**config.mk**
```make
export PLATFORM = sky130hd
export DESIGN_NAME = ex_issue_stage
export DESIGN_NICKNAME = d
export VERILOG_FILES = /design/src/rtl/ex_issue_stage.sv
export SDC_FILE = /design/constraint.sdc
export NUM_CORES = 1
export LEC_CHECK = 0
export CORE_MARGIN = 3
export CORE_UTILIZATION = 49
export DETAILED_ROUTE_END_ITERATION = 10
export PLACE_DENSITY = 0.87
export SLEW_MARGIN = 20
export SYNTH_ARGS = -nofsm -noshare
export SYNTH_HDL_FRONTEND = slang
export SYNTH_SLANG_ARGS = --single-unit
```
**constraint.sdc**
```tcl
create_clock -name clk -period 3.65 [get_ports clk]
set_clock_uncertainty 0.1 [all_clocks]
set_input_delay 0.5475 -clock clk [delete_from_list [all_inputs] [get_ports clk]]
set_output_delay 0.5475 -clock clk [all_outputs]
set_load 0.01 [all_outputs]
```
**src/rtl/ex_issue_stage.sv**
```systemverilog
// ex_issue_stage: ID/EX register with ALU control decode, operand forwarding and valid/ready handshake
module ex_issue_stage #(
    parameter int XLEN = 32,
    parameter int RIDX = 5
) (
    input  logic            clk,
    input  logic            reset,
    input  logic            in_valid,
    output logic            in_ready,
    input  logic [XLEN-1:0] in_rs_val,
    input  logic [XLEN-1:0] in_rt_val,
    input  logic [XLEN-1:0] in_imm,
    input  logic [RIDX-1:0] in_rs_idx,
    input  logic [RIDX-1:0] in_rt_idx,
    input  logic [RIDX-1:0] in_rd_idx,
    input  logic [1:0]      in_alu_op,
    input  logic [5:0]      in_funct,
    input  logic            in_alu_src,
    input  logic            in_reg_write,
    input  logic            flush,
    input  logic            exmem_reg_write,
    input  logic [RIDX-1:0] exmem_rd,
    input  logic [XLEN-1:0] exmem_result,
    input  logic            memwb_reg_write,
    input  logic [RIDX-1:0] memwb_rd,
    input  logic [XLEN-1:0] memwb_result,
    output logic            out_valid,
    input  logic            out_ready,
    output logic [XLEN-1:0] alu_a,
    output logic [XLEN-1:0] alu_b,
    output logic [3:0]      alu_control,
    output logic [RIDX-1:0] out_rd,
    output logic            out_reg_write,
    output logic            illegal_op
);
    logic            valid;
    logic [XLEN-1:0] rs_q, rt_q, imm_q, fwd_rs, fwd_rt;
    logic [RIDX-1:0] rs_idx_q, rt_idx_q, rd_q;
    logic            src_q, rw_q, ill_q, dec_ill, accept;
    logic [3:0]      ctl_q, dec_ctl;

    // Newest in-flight producer wins; r0 and idle cycles never forward
    function automatic logic [XLEN-1:0] fwd(input logic [RIDX-1:0] idx, input logic [XLEN-1:0] val);
        return (valid && idx != '0 && exmem_reg_write && exmem_rd == idx) ? exmem_result :
               (valid && idx != '0 && memwb_reg_write && memwb_rd == idx) ? memwb_result : val;
    endfunction

    assign in_ready      = ~valid | out_ready | flush;
    assign accept        = in_valid & in_ready & ~flush;
    assign out_valid     = valid;
    assign fwd_rs        = fwd(rs_idx_q, rs_q);
    assign fwd_rt        = fwd(rt_idx_q, rt_q);
    assign alu_a         = fwd_rs;
    assign alu_b         = src_q ? imm_q : fwd_rt;
    assign alu_control   = ctl_q;
    assign out_rd        = rd_q;
    assign out_reg_write = valid & rw_q;
    assign illegal_op    = valid & ill_q;

    // ALU control decode of the incoming instruction, latched at capture
    always_comb begin
        dec_ill = 1'b0;
        dec_ctl = 4'b0010;
        case (in_alu_op)
            2'b01: dec_ctl = 4'b0110;
            2'b10:
                case (in_funct)
                    6'b100000: dec_ctl = 4'b0010;
                    6'b100010: dec_ctl = 4'b0110;
                    6'b100100: dec_ctl = 4'b0000;
                    6'b100101: dec_ctl = 4'b0001;
                    6'b101010: dec_ctl = 4'b0111;
                    6'b100111: dec_ctl = 4'b1100;
                    default:   dec_ill = 1'b1;
                endcase
            2'b11: dec_ill = 1'b1;
            default: ;
        endcase
    end

    // Pipeline register: reset > flush > capture > drain > stall refresh of forwarded operands
    always_ff @(posedge clk) begin
        if (reset) begin
            valid    <= 1'b0;
            rs_q     <= '0;
            rt_q     <= '0;
            imm_q    <= '0;
            rs_idx_q <= '0;
            rt_idx_q <= '0;
            rd_q     <= '0;
            src_q    <= 1'b0;
            rw_q     <= 1'b0;
            ill_q    <= 1'b0;
            ctl_q    <= 4'b0010;
        end else if (flush) begin
            valid <= 1'b0;
        end else if (accept) begin
            valid    <= 1'b1;
            rs_q     <= in_rs_val;
            rt_q     <= in_rt_val;
            imm_q    <= in_imm;
            rs_idx_q <= in_rs_idx;
            rt_idx_q <= in_rt_idx;
            rd_q     <= in_rd_idx;
            src_q    <= in_alu_src;
            rw_q     <= in_reg_write;
            ill_q    <= dec_ill;
            ctl_q    <= dec_ctl;
        end else if (valid && out_ready) begin
            valid <= 1'b0;
        end else if (valid) begin
            rs_q <= fwd_rs;
            rt_q <= fwd_rt;
        end
    end
endmodule

```
Yosys cells after proc, flatten, opt, wreduce, memory -nomap -nowiden
Cells that the tools add are included.
Widths: inputs -> output; s select.
{"block": "op_classes", "eq_ne": 14, "n_mux": 17, "bitwise_logic": 8, "n_reduce_logical": 19}
{"cell": "$mux 32", "count": 11}
{"cell": "$eq 6x6->1 const B", "count": 6}
{"cell": "$eq 5x5->1", "count": 4}
{"cell": "$pmux 4 s5", "count": 1}
{"cell": "$logic_and 1x1->1", "count": 11}
{"cell": "$reduce_bool 5->1", "count": 2}
{"cell": "$pmux 4 s2", "count": 1}
{"cell": "$reduce_or 6->1", "count": 1}
{"cell": "$and 1x1->1", "count": 4}
{"cell": "$eq 2x2->1 const B", "count": 2}
{"cell": "$reduce_bool 2->1", "count": 2}
{"cell": "$mux 1", "count": 3}
{"cell": "$reduce_and 3->1", "count": 1}
{"cell": "$eq 2x1->1 const B", "count": 1}
{"cell": "$ne 2x2->1 const B", "count": 1}
{"cell": "$not 1->1", "count": 2}
{"cell": "$or 1x1->1", "count": 2}
{"cell": "$pmux 1 s2", "count": 1}
{"cell": "$reduce_and 2->1", "count": 1}
{"cell": "$reduce_or 2->1", "count": 1}
{"block": "word_totals", "ff_bits": 119, "input_bits": 202, "output_inout_bits": 77, "wordCells": 69}

Logic depth before layout (Yosys ltp)
{"block": "logic_depth", "ltp_word": 9, "ltp_mapped": 8, "depth_no_buf": 6}

Worst setup path after synthesis
Ideal clock, no wire load.
{"block": "synth_timing", "path_kind": "in2out", "start": "input memwb_rd[4]", "end": "output alu_b[16]", "arrival_time_ns": 1.967, "required_ns": 3.002, "path_slack_ns": 1.035, "path_stages": 7, "path_buffers": 2, "path_cell_list": "xor2_1 -> nor4_4 -> and2_1 -> buf_4 -> buf_4 -> a211oi_1 -> o31ai_1"}
{"block": "synth_via", "elab_chain_cells": 5}
{"item": "start: declaration", "line": "25", "rtl": "input logic [RIDX-1:0] memwb_rd,"}
{"item": "$eq 5x5->1", "line": "45", "rtl": "(valid && idx != '0 && memwb_reg_write && memwb_rd == idx) ? memwb_result : val;"}
{"item": "$logic_and 1x1->1", "line": "45"}
{"item": "$mux 32", "line": "45"}
{"item": "$mux 32", "line": "44", "rtl": "return (valid && idx != '0 && exmem_reg_write && exmem_rd == idx) ? exmem_result :"}
{"item": "$mux 32", "line": "54", "rtl": "assign alu_b = src_q ? imm_q : fwd_rt;"}
{"item": "end: declaration", "line": "30", "rtl": "output logic [XLEN-1:0] alu_b,"}
No other way between the ends.

Final worst setup path
{"block": "layout_timing", "start": "input memwb_rd[4]", "end": "output alu_b[10]"}
The elaborated chain is that of the path after synthesis.

==> run metrics <==
number of synthesized flops with an enable pin=0; Worst Hold Class=flop to flop; initial antenna violation count=4; total number of vias=9,414; Routed WL=31,500 um; share of cells above drive strength 1=8.37%; # setup viols final=1; Post-Syn Nets=1,213; Yosys top cell by area=dfxtp_1; dpl ws=-0.00869 ns; Clock Latency Late Sink=0.42 ns; total chip power=3640 uW; Least-Margin Pin Slew=0.609 ns; Cell Chain, Critical Path=clkdlybuf4s50_1 -> xor2_1 -> nor4_4 -> buf_4 -> and3_1 -> a211oi_1 -> o31ai_1 -> clkdlybuf4s50_1; # Max-Cap Violations=0; Max Clock Freq=271 MHz; Critical Path Start Type=input port; CP endpoint kind=output port; GRT overflow=0; Final Max Tran Viols=0; switching portion of total power=26.9%; violated checks=setup timing; DR iter-0 viols=1,273; drt drc=0; FFs w/ async S/R, synth=0%; Die H=131 um; area grow syn2layout=50.8%; Vias per Instance=6.47; critical path's top delay family=buffers and inverters; top_reg_cell synth=dfxtp_1; CTS max path bufs=2; Gate power share=18.5%; Final ANT Viol Nets=0; Flop pwr share=37.9%; clock power share=43.6%; Int Pwr=2660 uW; Required @ worst endpoint=3.00 ns; Hold Vio Cnt, Final=0; IO Pins=279; Core Area=14,900 um2; slowest cell on the critical path=clkdlybuf4s50_1; number of buffers created by CTS=17; hold_buf cts=0; crit path max fanout=21; Arr. time, crit path=3.05 ns; synthesized area per cell=7.57 um2; largest net degree at the start of global routing=111; number of global-route vias before repair=8,850; initial core utilization=51.3%; Setup CP Type=input port to output port; DR WL/cell=21.6 um; WP buf/inv=3; Power Density=316 nW/um2; share of the synthesized area in the top cell type=31.2%; status=finished, violations left; Peak VDD IR=0.365 mV; Setup WS post-layout=-0.0430 ns; DR pass1 iterations=6; first-pass GRT wire length=47,800 um; dpl hpwl=21,200 um; Synth Register Bits=119; H-tree Lvls=4; GRT Util Overall=35.4%; CTS tree=done; Yosys cell types=56; count of nets after finishing=1,459; Placer Congestion=0.953; Worst slew margin=59.4%; Die ar.=17,100 um2; Psw=981 uW; Syn Std Cell Area=7630 um2; RSZ-0062 raised after global routing=yes; die extent in x=131 um; Final Cycle Share=101%; synth warn=0; Pleak=0.00466 uW; sequential element share of the synthesized area=31.2%; top post-synthesis cells by area=dfxtp_1 (31%), nand2_1 (7.1%), nor2_1 (6.6%); max incr delay on CP=0.62 ns; Root Buffer=clkbuf_16; Port Buffers=278; CP dominant cell by count=clkdlybuf4s50_1; Synth Instances=1,008; clock sink count=119; fillers=1,047; std cell rows=44; Period minus WS final=3.69 ns; Worst-path clk slew=0.06 ns
## worst paths after layout
path,startpoint,end,slack (ns),cells after the start
max,memwb_rd[4],alu_b[10],-0.04,8
min,rw_q,rw_q,0.35,2
max reg2reg,out_valid,rs_q[14],1.15,9
min reg2reg,rw_q,rw_q,0.35,2
## sequential cells by signal, indices dropped and copies added, names as in the netlist, 4 cells and up
name and cells:
rt_idx_q 5, rt_q 32, rs_idx_q 5, imm_q 32, rs_q 32, out_rd 5
alu_control 4
## power groups by stage
stage                     combinational, uW  clock (uW)  sequential [uW]
after floorplan                         266           0             1390
after global placement                  649           0             1400
after detailed placement                655           0             1400
after CTS                               662        1590             1380
after global routing                    713        1650             1380
final                                   674        1590             1380
## cells in the mapped netlist (7+ instances only)
cell type	n
a2111oi_0	18
a211oi_1	66
a21boi_0	34
a21boi_1	27
a21o_1	10
a21oi_1	86
a2bb2o_1	7
a2bb2oi_1	7
a31oi_1	11
a32oi_1	32
and2_1	21
buf_1	8
buf_2	24
clkbuf_1	60
dfxtp_1	119
nand2_1	144
nor2_1	134
nor3_1	9
nor4b_1	8
o21ai_0	9
o2bb2ai_1	18
o31ai_1	64
o41ai_1	17
xnor2_1	9
xor2_1	11
## routing by layer
layer	GRT usage [%]	routed length, um
met5	0	0
met4	15.8	1250
met3	7.85	3580
met2	54.9	14400
met1	47.4	12200
## layout make-up
cell class	instances	area, um2	area share [%]
inverter	7	26.3	0.228
timing repair buffer	326	3440	29.9
antenna	4	10.0	0.0870
clock inverter	12	104	0.903
clock buffer	20	457	3.97
sequential	119	2380	20.7
multi-input combinational	783	4850	42.2
tap	184	230	2.00
## logic make-up (layout without fill, tap and decap cells)
family	count (synthesis)	count (layout)	share of synthesized area [%]
buffers and inverters	106	365	6.20
AO/OA/AOI/OAI	419	419	40.1
AND/OR/NAND/NOR	341	341	19.6
other	0	4	0
XOR/XNOR	20	20	2.30
adder cells (fa/ha/maj)	3	3	0.492
flip-flops	119	119	31.2
## worst register-to-register path, cell delays in order, from the launching register on
cell and delay, ns:
dfxtp_1 0.45, buf_4 0.19, nor3b_4 0.17, buf_4 0.23, inv_2 0.05, a21o_1 0.17
inv_2 0.08, buf_4 0.41, o21ai_0 0.22, a211oi_1 0.32
## metrics by stage
step / instance area, um2 / util, % / TNS (ns) / instances / hold WS [ns]
after floorplan: 7630 / - / 0 / 1008 / 0.329
after global placement: 10700 / 72.2 / 0 / 1413 / 0.340
after detailed placement: 10700 / 72.2 / -0.00879 / 1413 / 0.342
after CTS: 11300 / 76.1 / 0 / 1447 / 0.350
after global routing: 11500 / 77.4 / -0.163 / 1455 / 0.368
final: 11500 / 77.4 / -0.0430 / 1455 / 0.349
## placed cells by master (no fill, tap or decap), types with 11 or more instances in the layout
master / n
a21oi_1: 85
buf_4: 31
a21boi_0: 33
o41ai_1: 17
a31oi_1: 11
clkbuf_16: 18
clkdlybuf4s50_1: 240
nor2_1: 130
nand2_1: 143
o2bb2ai_1: 18
and2_1: 20
a21boi_1: 28
o31ai_1: 63
xor2_1: 11
a2111oi_0: 18
a211oi_1: 66
dlymetal6s2s_1: 37
dfxtp_1: 118
buf_12: 15
a32oi_1: 32
## what timing repair did
action                                  in CTS  in global routing
resized for setup                            3                 45
setup buffers                                2                  3
endpoints found under the setup margin       4                 56
pin swaps                                    1                  4
cloned                                       0                  1
Note: power is estimated with default switching activity, not from simulation.
